### src/rtl/accumulator_n_if.sv
// Handshake bundle for accumulator_n: operand stream in, packet result out.
interface accumulator_n_if #(
  parameter int unsigned N     = 32,
  parameter int unsigned CNT_W = 8
);
  logic             in_valid;
  logic             in_ready;
  logic [N-1:0]     in_data;
  logic             in_last;
  logic             out_valid;
  logic             out_ready;
  logic [N-1:0]     out_sum;
  logic             out_carry;
  logic             out_overflow;
  logic [CNT_W-1:0] out_count;

  // Producer of operands / consumer of results
  modport master (
    output in_valid, in_data, in_last, out_ready,
    input  in_ready, out_valid, out_sum, out_carry, out_overflow, out_count
  );

  // The accumulator itself
  modport slave (
    input  in_valid, in_data, in_last, out_ready,
    output in_ready, out_valid, out_sum, out_carry, out_overflow, out_count
  );
endinterface

### src/rtl/accumulator_n.sv
// Streaming packet accumulator built around the adder_n combinational add core.
// Sums each packet into a register, tracks sticky carry/overflow and a saturating
// beat count, then holds the result on the output handshake until it is taken.

// Combinational N-bit adder with carry in/out.
module adder_n #(
  parameter int unsigned N = 32
) (
  input  logic [N-1:0] i_a,
  input  logic [N-1:0] i_b,
  input  logic         i_c_in,
  output logic [N-1:0] o_sum,
  output logic         o_c_out
);
  // One extra bit on top of the operands captures the carry out
  assign {o_c_out, o_sum} = {1'b0, i_a} + {1'b0, i_b} + {{N{1'b0}}, i_c_in};
endmodule

module accumulator_n #(
  parameter int unsigned N     = 32,
  parameter int unsigned CNT_W = 8
) (
  input  logic               clk,
  input  logic               rst,
  accumulator_n_if.slave     bus
);

  typedef enum logic {StAccum, StHold} state_e;

  state_e           r_state;
  logic [N-1:0]     r_acc;
  logic             r_carry;
  logic             r_ovf;
  logic [CNT_W-1:0] r_count;

  logic             w_accept;
  logic [N-1:0]     w_sum;
  logic             w_c_out;
  logic             w_ovf;

  adder_n #(.N(N)) u_adder (
    .i_a     (r_acc),
    .i_b     (bus.in_data),
    .i_c_in  (1'b0),
    .o_sum   (w_sum),
    .o_c_out (w_c_out)
  );

  // Signed overflow: operands agree in sign but the result does not
  assign w_ovf    = (r_acc[N-1] == bus.in_data[N-1]) && (w_sum[N-1] != r_acc[N-1]);
  assign w_accept = bus.in_valid && bus.in_ready;

  assign bus.in_ready     = (r_state == StAccum) && !rst;
  assign bus.out_valid    = (r_state == StHold);
  assign bus.out_sum      = r_acc;
  assign bus.out_carry    = r_carry;
  assign bus.out_overflow = r_ovf;
  assign bus.out_count    = r_count;

  // Packet FSM: accumulate beats in StAccum, present and wait for the consumer in StHold
  always_ff @(posedge clk) begin
    if (rst) begin
      r_state <= StAccum;
      r_acc   <= '0;
      r_carry <= 1'b0;
      r_ovf   <= 1'b0;
      r_count <= '0;
    end else begin
      unique case (r_state)
        StAccum: begin
          if (w_accept) begin
            r_acc   <= w_sum;
            r_carry <= r_carry | w_c_out;
            r_ovf   <= r_ovf | w_ovf;
            // Saturate rather than wrap so long packets never report a small count
            if (r_count != {CNT_W{1'b1}}) begin
              r_count <= r_count + CNT_W'(1);
            end
            if (bus.in_last) begin
              r_state <= StHold;
            end
          end
        end
        StHold: begin
          if (bus.out_ready) begin
            r_acc   <= '0;
            r_carry <= 1'b0;
            r_ovf   <= 1'b0;
            r_count <= '0;
            r_state <= StAccum;
          end
        end
      endcase
    end
  end

endmodule

### src/flat_wrapper.sv
// flat-port wrapper written by rule: the top's interface ports become plain ports
module accumulator_n_flat 
#(
  parameter int unsigned N     = 32,
  parameter int unsigned CNT_W = 8
)
  (clk, rst, bus_in_valid, bus_in_data, bus_in_last, bus_out_ready, bus_in_ready, bus_out_valid, bus_out_sum, bus_out_carry, bus_out_overflow, bus_out_count);
  accumulator_n_if #(.N(N), .CNT_W(CNT_W)) bus_i ();
  input  logic clk;
  input  logic rst;
  input wire logic [$bits(bus_i.in_valid)-1:0] bus_in_valid;
  input wire logic [$bits(bus_i.in_data)-1:0] bus_in_data;
  input wire logic [$bits(bus_i.in_last)-1:0] bus_in_last;
  input wire logic [$bits(bus_i.out_ready)-1:0] bus_out_ready;
  output wire logic [$bits(bus_i.in_ready)-1:0] bus_in_ready;
  output wire logic [$bits(bus_i.out_valid)-1:0] bus_out_valid;
  output wire logic [$bits(bus_i.out_sum)-1:0] bus_out_sum;
  output wire logic [$bits(bus_i.out_carry)-1:0] bus_out_carry;
  output wire logic [$bits(bus_i.out_overflow)-1:0] bus_out_overflow;
  output wire logic [$bits(bus_i.out_count)-1:0] bus_out_count;
  assign bus_i.in_valid = bus_in_valid;
  assign bus_i.in_data = bus_in_data;
  assign bus_i.in_last = bus_in_last;
  assign bus_i.out_ready = bus_out_ready;
  assign bus_in_ready = bus_i.in_ready;
  assign bus_out_valid = bus_i.out_valid;
  assign bus_out_sum = bus_i.out_sum;
  assign bus_out_carry = bus_i.out_carry;
  assign bus_out_overflow = bus_i.out_overflow;
  assign bus_out_count = bus_i.out_count;
  accumulator_n #(.N(N), .CNT_W(CNT_W)) u_core (.clk(clk), .rst(rst), .bus(bus_i));
endmodule
### config.mk
export PLATFORM = sky130hd
export DESIGN_NAME = accumulator_n_flat
export DESIGN_NICKNAME = d
export VERILOG_FILES = /design/src/rtl/accumulator_n_if.sv /design/src/rtl/accumulator_n.sv /design/src/flat_wrapper.sv
export SDC_FILE = /design/constraint.sdc
export NUM_CORES = 1
export LEC_CHECK = 0
export CELL_PAD_IN_SITES_DETAIL_PLACEMENT = 1
export CELL_PAD_IN_SITES_GLOBAL_PLACEMENT = 2
export CORE_MARGIN = 8
export CORE_UTILIZATION = 28
export CTS_CLUSTER_DIAMETER = 200
export DETAILED_ROUTE_END_ITERATION = 10
export PLACE_DENSITY = 0.87
export SETUP_SLACK_MARGIN = 0.02
export SLEW_MARGIN = 20
export SYNTH_ARGS = -nofsm -noshare
export SYNTH_HDL_FRONTEND = slang
export SYNTH_SLANG_ARGS = --single-unit
export TNS_END_PERCENT = 10
### constraint.sdc
create_clock -name clk -period 2.9 [get_ports clk]
set_input_delay 0.58 -clock clk [delete_from_list [all_inputs] [get_ports clk]]
set_output_delay 0.58 -clock clk [all_outputs]
set_load 0.05 [all_outputs]
==> flow_summary.yaml, run 1 <==
outcome:
  status: "finished clean"
placement:
  gp_congestion: 0.900
  place_ws_ns: -0.381
  port_buffers: 80
  hpwl_mm: 8.94
floorplan:
  core_area_um2: 10900
  ios: 81
  start_util_pct: 28.8
  dieArea_um2: 14800
  core.rowCount: 38
  die_width_um: 122
  chipHeight_um: 122
route:
  drtPass1Iterations: 6
  vias: 3465
  drt-wirelength-per-cell_um: 17.0
  avgViaCountPerCell: 5.20
  ant_nets: 0
  drt-total-wl_mm: 11.3
  drtIter0Drc: 109
  post-route-drc-count: 0
sta:
  hold_viol: 0
  worstMarginPinSlew_ns: 0.768
  setup_slack_ns: 0.101
  slew_violations: 0
  finalSetupTns_ns: 0
  fin_crit_sh_pct: 96.5
  relSlewSlack_pct: 48.7
  fin_crit_ns: 2.80
  setup_viol: 0
  rsz0062_at_grt: "yes"
  max_freq_mhz: 357
  hold_ws_ns: 0.471
  fin_worst_skew_ns: 0.00298
cts:
  clockBufferDepth: 2
  clk_pin_slew_ns: 0.09
  htreeDepth: 2
  cts.sinks: 43
  numCtsBuffers: 5
  cts_tree: "built"
  insertion_delay_ns: 0.30
  hold_buffers: 0
  root_buffer: "clkbuf_8"
synth:
  synth_area_leaders: "dfxtp_1 (27%), ha_1 (13%), a21oi_1 (6.7%)"
  synth.net_count: 465
  ys_seq_area_share_pct: 27.5
  synthesis.instances: 394
  yosysMostFrequentCell: "nand2_1"
  synth_top_area_cell: "dfxtp_1"
  synth.distinct_cells: 46
  yosysTopAreaCellShare_pct: 27.5
  yosys_warnings: 0
  syn-cell-area_um2: 3130
  avgSynthCellArea_um2: 7.95
  async_reset_ff_share_pct: 0
  synth_edf_count: 0
  synth_flop_cell: "dfxtp_1"
  synth-seq-cells: 43
  synthTopCellsByCount: "nand2_1 (51), dfxtp_1 (43), a21oi_1 (42)"
min_path:
  hp-class: "register to register"
  min_from: "u_core.bus.out_overflow$_SDFFE_PP0P_"
final_layout:
  register_area_um2: 861
  diodes: 0
  final_nets: 596
  drive_gt1_share_pct: 17.5
  multiInputGateArea_um2: 2270
  num-fill-cells: 1349
  syn2layout_area_growth_pct: 50.2
worst_setup_path:
  path_cells: "clkdlybuf4s50_1 > ha_1 > buf_4 > nand3_1 > a211oi_4 > o41a_4 > a31oi_4 > o31a_1 > xor2_1 > o31ai_2"
  r2r-start: "u_core.bus.out_sum[1]$_SDFFE_PP0P_"
  startpoint: "bus_in_data[8]"
  start_kind: "primary input"
  critical_path.slowest_cell: "clkdlybuf4s50_1"
  crit_path_end_kind: "register"
  path_class: "primary input to register"
  crit_arrival_ns: 3.02
  cp_slowest_stage_delay_ns: 0.41
  critPathRequiredTime_ns: 3.12
  cp_max_fo: 4
grt:
  grt_pass1_wl_mm: 18.6
  grt_start_max_net_pins: 20
  antenna_found_initial: 0
  gr-total-overflow: 0
  grt_pass1_vias: 3781
  track_usage_pct: 15.2
power:
  seq_power_share_pct: 28.4
  cellPowerDensity_nw_per_um2: 547
  clkPwrFrac_pct: 16.0
  swShare_pct: 43.8
  comb_power_share_pct: 55.7
  power_leakage_nw: 2.01
  internal-power_mw: 1.45
  peakVddDrop_mv: 0.261
  p_switching_mw: 1.13
flow_run:
  drv_cap: 0
critical path: cells and delay by family:
kind	cells	cell delay [ns]
xor gates and xnor gates	1	0.16
adders and majority gates	1	0.36
AOI/OAI and AO/OA	5	1.20
and+or+nand+nor	1	0.16
buffers and inverters	2	0.56
power by group through the flow:
| stage | combinational (mW) | clock, mW | sequential (mW) |
|---|---|---|---|
| finish | 1.43 | 0.411 | 0.730 |
| CTS | 1.40 | 0.439 | 0.729 |
| detailed placement | 1.38 | 0 | 0.741 |
| global route | 1.55 | 0.461 | 0.740 |
| global placement | 1.34 | 0 | 0.740 |
| floorplan | 0.610 | 0 | 0.977 |
sequential cells by signal, indices dropped and copies added, names as in the netlist:
signal	cells
u_core.bus.out_carry	1
u_core.bus.out_sum	32
u_core.bus.out_overflow	1
u_core.bus.out_count	8
u_core.bus.out_valid	1
cell usage in the layout, fill, tap and decap left out, types with 15 or more instances in the layout:
master            n
a21oi_1          36
buf_4            58
clkdlybuf4s50_1  78
dfxtp_1          43
ha_1             30
nand2_1          51
nand3_1          28
nor2_1           24
o21ai_0          29
xnor2_1          15
xor2_1           19
cell families (layout without fill, tap and decap cells):
| family | count (synthesis) | after routing | synth area share, % |
|---|---|---|---|
| DFF | 43 | 43 | 27.5 |
| AOI/OAI and AO/OA | 131 | 131 | 27.2 |
| xor gates and xnor gates | 34 | 34 | 9.51 |
| and+or+nand+nor | 127 | 127 | 18.3 |
| buffers and inverters | 23 | 155 | 2.88 |
| adders and majority gates | 34 | 34 | 13.8 |
| muxes | 2 | 2 | 0.719 |
layout make-up:
class                           count  share of cell area [%]
Tap cell                          140                    3.73
Sequential cell                    43                    18.3
Inverter                            8                   0.639
Clock buffer                        5                    1.46
Multi-Input combinational cell    328                    48.4
Clock inverter                      3                   0.506
Timing Repair Buffer              139                    27.0
final timing paths:
path | end | slack (ns) | depth (start not counted)
worst min-delay path | u_core.bus.out_overflow$_SDFFE_PP0P_ | 0.47 | 2
worst max register to register | u_core.bus.out_overflow$_SDFFE_PP0P_ | 0.38 | 9
worst min register to register | u_core.bus.out_overflow$_SDFFE_PP0P_ | 0.47 | 2
worst max-delay path | u_core.bus.out_overflow$_SDFFE_PP0P_ | 0.10 | 10
metal layers:
layer	GRT usage (%)	up-vias	part of all wire, %
li1	-	1689	-
met2	27.2	78	50
met4	3.16	0	1.1
met3	3.33	10	5.1
met5	0	-	0
met1	18.3	1688	44
per-stage QoR:
stage	utilization (%)	total power [mW]	instance area (um2)	cells
2_1_floorplan	-	1.59	3130	394
3_3_place_gp	41.2	2.08	4490	655
3_5_place_dp	41.2	2.12	4490	655
4_1_cts	42.3	2.57	4610	663
5_1_grt	43.2	2.75	4700	666
6_report	43.2	2.57	4700	666
timing repair:
action | 4_1_cts | 5_1_grt
hold endpoints to repair | 0 | 0
endpoints found under the setup margin | 4 | 18
setup buffers | 0 | 3
resized for setup | 3 | 22
pin swaps | 1 | 19
(Power assumes the default switching activity.)
==> inputs of run 2 (changes only) <==
--- a/config.mk
+++ b/config.mk
@@ -7,7 +7,7 @@
 export LEC_CHECK = 0
 export CELL_PAD_IN_SITES_DETAIL_PLACEMENT = 1
 export CELL_PAD_IN_SITES_GLOBAL_PLACEMENT = 2
-export CORE_MARGIN = 8
+export CORE_MARGIN = 3
 export CORE_UTILIZATION = 28
 export CTS_CLUSTER_DIAMETER = 200
 export DETAILED_ROUTE_END_ITERATION = 10
==> run 2 against run 1 <==
Compared with the run above: final area down 0.72%; cell count is 0.75% lower; non-clock buffer count down 1; critical path depth up 1; critical path type unchanged; largest cell class unchanged; largest power group unchanged.
==> flow_summary.yaml, run 2 (synthesis gave the netlist of run 1 again) <==
outcome:
  status: "finished clean"
sta:
  rsz0062_at_grt: "yes"
  max_freq_mhz: 357
  relSlewSlack_pct: 63.5
  fin_crit_ns: 2.80
  fin_crit_sh_pct: 96.6
  hold_viol: 0
  slew_violations: 0
  fin_worst_skew_ns: 0.00378
  worstMarginPinSlew_ns: 0.546
  setup_viol: 0
  setup_slack_ns: 0.0984
worst_setup_path:
  r2r-start: "u_core.bus.out_sum[0]$_SDFFE_PP0P_"
  crit_path_end_kind: "register"
  worst-path-stages: 11
  cp_max_fo: 4
  startpoint: "bus_in_data[1]"
  crit_arrival_ns: 2.99
  critical_path.top_delay_family: "compound AO/OA/AOI/OAI gates"
  start_kind: "primary input"
  path_class: "primary input to register"
  ff2ff_setup_slack_ns: 0.42
  critPathRequiredTime_ns: 3.09
  r2r-end: "u_core.bus.out_sum[30]$_SDFFE_PP0P_"
  r2r_cells: 10
  critPathBufInv: 2
  path_cells: "clkdlybuf4s50_1 > ha_1 > a21oi_2 > nand4b_1 > a211oi_4 > o41ai_4 > o21ai_2 > buf_4 > a31oi_2 > xor2_1 > o21ai_0"
  cp_slowest_stage_delay_ns: 0.51
  critical_path.slowest_cell: "clkdlybuf4s50_1"
  worstSetupEndpoint: "u_core.bus.out_sum[17]$_SDFFE_PP0P_"
grt:
  grt_busiest_layer: "met2"
  use_met3_pct: 3.10
  grt_pass1_wl_mm: 18.0
  gr-total-overflow: 0
  antenna_found_initial: 0
  grt_start_max_net_pins: 35
  use_met2_pct: 30.7
  met1_usage_pct: 22.0
  track_usage_pct: 17.2
  grt_pass1_vias: 3717
cts:
  insertion_delay_ns: 0.31
  cts.sinks: 43
  numCtsBuffers: 5
  clockBufferDepth: 2
  clk_pin_slew_ns: 0.10
  cts_setup_buffers: 0
  cts_tree: "built"
  root_buffer: "clkbuf_8"
  htreeDepth: 2
route:
  vias: 3405
  drt-total-wl_mm: 10.8
  ant_nets: 0
  avgViaCountPerCell: 5.15
  drtPass1Iterations: 4
  drt-wirelength-per-cell_um: 16.4
  drtIter0Drc: 101
  post-route-drc-count: 0
power:
  cellPowerDensity_nw_per_um2: 549
  clkPwrFrac_pct: 16.6
  peakVddDrop_mv: 0.239
  internal-power_mw: 1.44
  swShare_pct: 43.9
  p_switching_mw: 1.12
  power_leakage_nw: 1.99
  comb_power_share_pct: 54.8
  p_total_mw: 2.56
  seq_power_share_pct: 28.6
final_layout:
  register_area_um2: 861
  fin_area_um2: 4670
  final_common_cell: "clkdlybuf4s50_1"
  diodes: 0
  drive_gt1_share_pct: 16.8
  syn2layout_area_growth_pct: 49.1
  num-fill-cells: 1285
  multiInputGateArea_um2: 2260
  layout_common_cells: "clkdlybuf4s50_1 (77), buf_4 (58), nand2_1 (51)"
  largest_reg_flops: 32
  final_nets: 595
min_path:
  min_from: "u_core.bus.out_sum[29]$_SDFFE_PP0P_"
  hp-class: "register to register"
floorplan:
  core_area_um2: 10600
  dieArea_um2: 12500
  die_width_um: 112
  ios: 81
  core.rowCount: 37
  chipHeight_um: 112
  start_util_pct: 29.5
placement:
  gp_congestion: 0.843
  place_ws_ns: -0.342
  hpwl_mm: 8.32
  place_area_um2: 4490
  port_buffers: 80
flow_run:
  drv_cap: 0
## run 2: changes by cell type in the layout (fill, tap and decap cells not counted), sizes merged
cell / before / now
buf: 60 / 59
clkdlybuf4s50: 78 / 77
dlymetal6s2s: 1 / 2
## run 2: cell type report
type | count | share of cell area, %
clock buffer | 5 | 1.47
sequential | 43 | 18.4
inverter | 8 | 0.643
tap | 136 | 3.65
multi-input combinational | 328 | 48.5
clock inverter | 3 | 0.509
timing repair buffer | 138 | 26.8
## run 2: power groups by stage
stage	clock network [mW]	registers, mW	logic (mW)
after global placement	0	0.742	1.33
after detailed placement	0	0.745	1.37
after CTS	0.443	0.733	1.39
after floorplan	0	0.977	0.610
final	0.425	0.733	1.40
after global routing	0.464	0.747	1.53
## run 2: worst register-to-register path, delay by kind of cell, from the launching register on
kind | cells | cell delay (ns)
DFF | 1 | 0.37
adders and majority gates | 2 | 0.58
xor gates and xnor gates | 1 | 0.17
AOI/OAI and AO/OA | 7 | 1.24
## run 2: timing repair
item,in CTS,in global routing
pin swaps,2,18
gates resized for setup,3,20
hold endpoints to repair,0,0
hold buffers,0,0
setup endpoints to repair,10,18
## run 2: per-layer routing
layer  vias up  part of all wire (%)
met5         -                     0
met4         0                  0.56
met3         5                   3.3
met2        62                    50
met1      1655                    46
li1       1683                     -
## run 2: how the worst min path moves through the flow
stage                                                 to  slack [ns]  cells past startpoint
floorplan             u_core.bus.out_sum[3]$_SDFFE_PP0P_        0.65                      1
global placement    u_core.bus.out_overflow$_SDFFE_PP0P_        0.45                      2
detailed placement  u_core.bus.out_overflow$_SDFFE_PP0P_        0.46                      2
CTS                  u_core.bus.out_sum[29]$_SDFFE_PP0P_        0.49                      2
global route        u_core.bus.out_overflow$_SDFFE_PP0P_        0.52                      2
finish               u_core.bus.out_sum[29]$_SDFFE_PP0P_        0.48                      2
## run 2: metrics by stage
stage          utilization [%]  cells  TNS (ns)  hold WS [ns]
3_3_place_gp              42.3    653     -4.28         0.451
2_1_floorplan                -    394         0         0.649
3_5_place_dp              42.3    653     -5.39         0.458
6_report                  44.0    661         0         0.484
4_1_cts                   43.4    661         0         0.486
5_1_grt                   44.0    661  -0.00680         0.519
==> variant 1: new RTL, settings of run 2 <==
`CNT_W` is set to 8 in 3 places; all go to 12.
--- a/src/rtl/accumulator_n_if.sv
+++ b/src/rtl/accumulator_n_if.sv
@@ -1,7 +1,7 @@
 // Handshake bundle for accumulator_n: operand stream in, packet result out.
 interface accumulator_n_if #(
   parameter int unsigned N     = 32,
-  parameter int unsigned CNT_W = 8
+  parameter int unsigned CNT_W = 12
 );
   logic             in_valid;
   logic             in_ready;
--- a/src/rtl/accumulator_n.sv
+++ b/src/rtl/accumulator_n.sv
@@ -18,7 +18,7 @@
 
 module accumulator_n #(
   parameter int unsigned N     = 32,
-  parameter int unsigned CNT_W = 8
+  parameter int unsigned CNT_W = 12
 ) (
   input  logic               clk,
   input  logic               rst,
--- a/src/flat_wrapper.sv
+++ b/src/flat_wrapper.sv
@@ -2,7 +2,7 @@
 module accumulator_n_flat 
 #(
   parameter int unsigned N     = 32,
-  parameter int unsigned CNT_W = 8
+  parameter int unsigned CNT_W = 12
 )
   (clk, rst, bus_in_valid, bus_in_data, bus_in_last, bus_out_ready, bus_in_ready, bus_out_valid, bus_out_sum, bus_out_carry, bus_out_overflow, bus_out_count);
   accumulator_n_if #(.N(N), .CNT_W(CNT_W)) bus_i ();
Ports: changed (resized bus_out_count); port bits go from 81 to 85. No check against the original RTL was run, so the function may have changed too.
==> variant 1 against run 2 <==
- area after synthesis rose by 5.2%
- design area rose by 13%
- setup slack improved by 20 ps
- core utilization rose by 3.1 points
- first-iteration DRC count rose by 7.9%
- synthesized cell count rose by 5.3%
- total power rose by 9.3%
- sequential cell count rose by 4
- via count rose by 6.0%
- routed wire length rose by 5.0%
- clock power rose by 64%
- global-route usage barely moved
==> variant 1: results (changes against run 2) <==
| Metric | Value |
|---|---|
| Launch point of the worst hold path | `u_core.bus.out_overflow` |
| RR Endpoint | `u_core.bus.out_sum[20]` |
| HPWL after DPL | `8636 um (+3.8%)` |
| First-iteration detailed-routing DRC count | `109 (+7.9%)` |
| Result of the run | `finished, final reports clean` |
| FF-to-FF Start | `u_core.bus.out_sum[0]` |
| Setup crit end | `u_core.bus.out_sum[18]` |
| Worst slack at placement | `-654.7 ps (-313.2 ps)` |
| Slew HR | `50.91% (-13 points)` |
| Pin count of the biggest net entering global routing | `21 (-40%)` |
| Clock tree skew after final layout | `11.09 ps (+7.315 ps)` |
| Adder and majority cell fraction of the synthesized area | `13.15% (-0.68 points)` |
| Routability-driven placement congestion ratio | `0.8291 (-1.7%)` |
| Clock-pin slew on the worst setup and hold paths | `70 ps (-30 ps)` |
| Met3 track utilization from global routing | `2.220% (-0.88 points)` |
| Time the worst path needs with I/O delays and setup | `2781 ps (-20.15 ps)` |
| Routed wire length | `11370 um (+5.0%)` |
| Wire length of the first global-routing pass | `18530 um (+2.8%)` |
| Fraction of synthesized cell area in xor and xnor cells | `9.840% (+0.33 points)` |
| Share of cells above drive strength 1 | `24.04% (+7.3 points)` |
| DR WL met3 | `373 um (+4.5%)` |
| Share of flip-flops with an asynchronous set or reset | `0% (unchanged)` |
| Number of global-route vias before repair | `3829 (+3.0%)` |
| Endpoint of the worst hold-timing path | `u_core.bus.out_overflow` |
| Most frequent cells after synthesis | `dfxtp_1, nand2_1, nor2_1` |
| Leading post-synthesis cells by cell area | `dfxtp_1, ha_1, a21oi_1` |
| Seq/Total Area, Yosys | `28.57% (+1.1 points)` |
| Multiplexer share of the synthesized area | `0.6839% (-0.036 points)` |
| Library cells used by synthesis | `49 (+6.5%)` |
| Number of port buffers | `84 (+5.0%)` |
| Register-to-Register Path Depth | `13 (+3)` |
| CP top delay family | `compound AO/OA/AOI/OAI gates` |
| Count of mapped cells out of synthesis | `415 (+5.3%)` |
| Placed cell count | `701 (+7.4%)` |
| Routing usage on met1 | `22.62% (+0.59 points)` |
| Placed cell area | `4832 um^2 (+7.7%)` |
| Arrival time at the worst endpoint | `3000 ps (about the same)` |
| Static power due to leakage | `0.002219 uW (+11%)` |
| Non-filler instance count after layout | `714 (+8.0%)` |
| First-pass detailed-route iteration total | `4 (unchanged)` |
| Met1 Routed Length | `5282 um (+5.4%)` |
| Compound-Gate Fraction of Synth Area | `25.49% (-1.7 points)` |
| Crit path from | `bus_in_data[4]` |
| Worst supply voltage drop on vdd | `383.0 uV (+60%)` |
| Max incr delay on CP | `420 ps (-90 ps)` |
| All-Layer GR Usage | `17.18% (about the same)` |
| Total number of nets in the final design | `644 (+8.2%)` |
| Cell at the root of the clock tree | `clkbuf_16` |
| Vias | `3610 (+6.0%)` |
==> variant 1: cell count changes in the layout (fill, tap and decap cells not counted), sizes merged, moves of 5 or more <==
cell   before  now
buf        59   86
nand2      51   46
nand3      28   20
nor2       24   41
nor3        2    8
o21ai      40   34
==> variant 1: what timing repair did <==
| item | in CTS | in global routing |
|---|---|---|
| endpoints found under the setup margin | 13 | 16 |
| buffers inserted | 4 | 1 |
| resized for setup | 24 | 32 |
| pin swaps | 12 | 15 |
==> variant 1: area by class of cell <==
type	count	area (um^2)
fill	1335	5911
inverter	7	26.28
timing repair buffer	168	1481
sequential	47	942.2
clock buffer	5	125.1
tap	140	175.2
multi-input combinational	344	2466
clock inverter	3	46.29
==> variant 1: kinds of logic (layout without fill, tap and decap cells) <==
group                      after synthesis  in the layout
adders and majority gates               34             34
and+or+nand+nor                        140            140
AOI/OAI and AO/OA                      131            131
buffers and inverters                   24            183
muxes                                    2              2
DFF                                     47             47
xor gates and xnor gates                37             37
==> variant 1: per-stage QoR <==
| stage | util, % | hold WS, ps | TNS (ps) |
|---|---|---|---|
| final | 47.10 | 461.8 | 0 |
| after detailed placement | 43.25 | 452.7 | -7487 |
| after CTS | 45.74 | 467.2 | -28.14 |
| after floorplan | - | 656.0 | 0 |
| after global routing | 47.10 | 497.1 | -105.7 |
| after global placement | 43.25 | 451.3 | -6346 |
==> variant 1: power by group <==
group / switching [uW] / internal [uW] / leakage, uW / total [uW]
registers: 60.3 / 710 / 0.000385 / 770
logic: 725 / 609 / 0.00175 / 1330
clock network: 285 / 411 / 0.0000804 / 696
total: 1070 / 1730 / 0.00222 / 2800
==> variant 1: tightest hold or removal path, stage by stage (launching register included) <==
cell     delay, ps
dfxtp_1        320
inv_1           50
o32ai_1         50
==> variant 2: new RTL, config.mk and constraints of run 2 <==
Without the edit above. Make the reset (`rst`) asynchronous in one clocked block.
--- a/src/rtl/accumulator_n.sv
+++ b/src/rtl/accumulator_n.sv
@@ -58,7 +58,7 @@
   assign bus.out_count    = r_count;
 
   // Packet FSM: accumulate beats in StAccum, present and wait for the consumer in StHold
-  always_ff @(posedge clk) begin
+  always_ff @(posedge clk or posedge rst) begin
     if (rst) begin
       r_state <= StAccum;
       r_acc   <= '0;
Function: differs if rst is asserted again (counterexample within 4 cycles, from zero or initial values and one cycle with rst high); with rst held inactive, the same outputs for 10 cycles.
==> variant 2 against run 2 <==
- design area increased by 14%
- first-iteration DRC count increased by 5.9%
- setup slack got worse by 26 ps
- sequential cell count unchanged
- area after synthesis increased by 10%
- routed wire length increased by 21%
- core utilization increased by 1.6 points
Power is not compared: it rests on default switching activity, and its combinational part moved more than twofold at a synthesized area within 25%.
==> variant 2: results (changes against run 2) <==
| Metric | Value |
|---|---|
| Result of the run | `finished, final reports clean` |
| Register-to-Register Path Depth | `11 (+1)` |
| HPWL after DPL | `9072 um (+9.1%)` |
| Endpoint of the worst hold-timing path | `u_core.bus.out_overflow` |
| FF-to-FF Start | `u_core.bus.out_sum[0]` |
| Crit-path max FO | `5 (+1)` |
| Footprint of the multi-input gates | `2482 um^2 (+9.7%)` |
| Cell at the root of the clock tree | `clkbuf_16` |
| Leading post-synthesis cells by cell area | `dfrtp_1, ha_1, o21ai_0` |
| Clock tree skew after final layout | `5.477 ps (+1.701 ps)` |
| Most frequent cells after synthesis | `dfrtp_1, o21ai_0, nand3_1` |
| Met1 Routed Length | `5777 um (+15%)` |
| Crit path from | `bus_in_data[12]` |
| Share of flip-flops with an asynchronous set or reset | `100.0% (+100 points)` |
| Seq/Total Area, Yosys | `31.20% (+3.7 points)` |
| Share of cells above drive strength 1 | `22.02% (+5.3 points)` |
| Arrival time at the worst endpoint | `3010 ps (+20 ps)` |
| All-Layer GR Usage | `18.47% (+1.3 points)` |
| Clock-pin slew on the worst setup and hold paths | `70 ps (-30 ps)` |
| Met3 track utilization from global routing | `3.136% (+0.038 points)` |
| DR WL met3 | `488 um (+37%)` |
| Routing usage on met1 | `23.76% (+1.7 points)` |
| Number of global-route vias before repair | `3994 (+7.5%)` |
| Routed wire length | `13070 um (+21%)` |
| Total number of nets in the final design | `624 (+4.9%)` |
| Register-to-Register Setup Slack | `280 ps (-140 ps)` |
| Pin count of the biggest net entering global routing | `62 (+77%)` |
| Top-count cell post-synth | `dfrtp_1` |
| Wire length of the first global-routing pass | `20240 um (+12%)` |
| Library cells used by synthesis | `55 (+20%)` |
| Worst Hold Slack | `538.5 ps (+54.94 ps)` |
| Total of fill cells in the finished design | `1389 (+8.1%)` |
| Routability-driven placement congestion ratio | `0.8305 (-1.5%)` |
| Placed cell area | `4883 um^2 (+8.8%)` |
| First-iteration detailed-routing DRC count | `107 (+5.9%)` |
| Setup crit end | `u_core.bus.out_sum[24]` |
| Transition time at the pin with the least slew margin | `628.6 ps (+82.13 ps)` |
| GR Util met2 | `32.80% (+2.1 points)` |
| Launch point of the worst hold path | `u_core.bus.out_overflow` |
| Net count of the mapped netlist | `477 (+2.6%)` |
| Vias | `3752 (+10%)` |
## variant 2: cell types whose count changed after synthesis, moves of 4 or more
cell,run 2,this run
nand2_1,51,35
a21o_1,14,10
o21ai_0,36,41
o21ai_1,3,7
nor3_1,2,8
dfrtp_1,0,43
dfxtp_1,43,0
nand3_1,28,37
a21oi_1,42,29
## variant 2: kinds of logic after synthesis
family	count (synthesis)	synth area share (%)
AND/OR/NAND/NOR	135	18.76
XOR/XNOR	31	7.874
adder cells (fa/ha/maj)	34	12.55
buffers and inverters	26	3.193
AO/OA/AOI/OAI	135	25.84
multiplexers	2	0.5806
flip-flops	43	31.20
## variant 2: stage by stage
stage               instances  setup WS [ps]  TNS (ps)
finish                    697          72.34         0
global route              697         -42.06    -66.07
CTS                       691          7.319         0
detailed placement        680         -387.9     -4374
global placement          680         -309.0     -3206
floorplan                 406          176.3         0
## variant 2: layout make-up
type	count	share of cell area (%)
repair buffers	156	26.48
multi-input cells	337	46.49
flip-flops and latches	43	20.15
inverters	10	0.7029
well taps	143	3.351
clock buffers	5	2.343
clock inverters	3	0.4920
## variant 2: worst max-delay path: stages
cell and delay [ps]:
clkdlybuf4s50_1 450, ha_4 330, nand2_1 120, nor2_1 210
nand4_1 220, a2111oi_4 400, o21ai_2 130, a21o_1 200
a21o_1 180, a31o_1 200
## variant 2: timing repair
item	4_1_cts	5_1_grt
hold endpoints to repair	0	0
endpoints found under the setup margin	9	13
gates cloned	0	0
pin swaps	6	17
buffers inserted	4	6
resized for setup	6	36
## variant 2: power groups by stage
stage          Combinational (uW)  Clock (uW)  Sequential (uW)
6_report                     4610         618             1090
5_1_grt                      4960         650             1140
4_1_cts                      4310         626             1060
3_5_place_dp                 4190           0             1070
3_3_place_gp                 4090           0             1060
2_1_floorplan                1780           0             1840
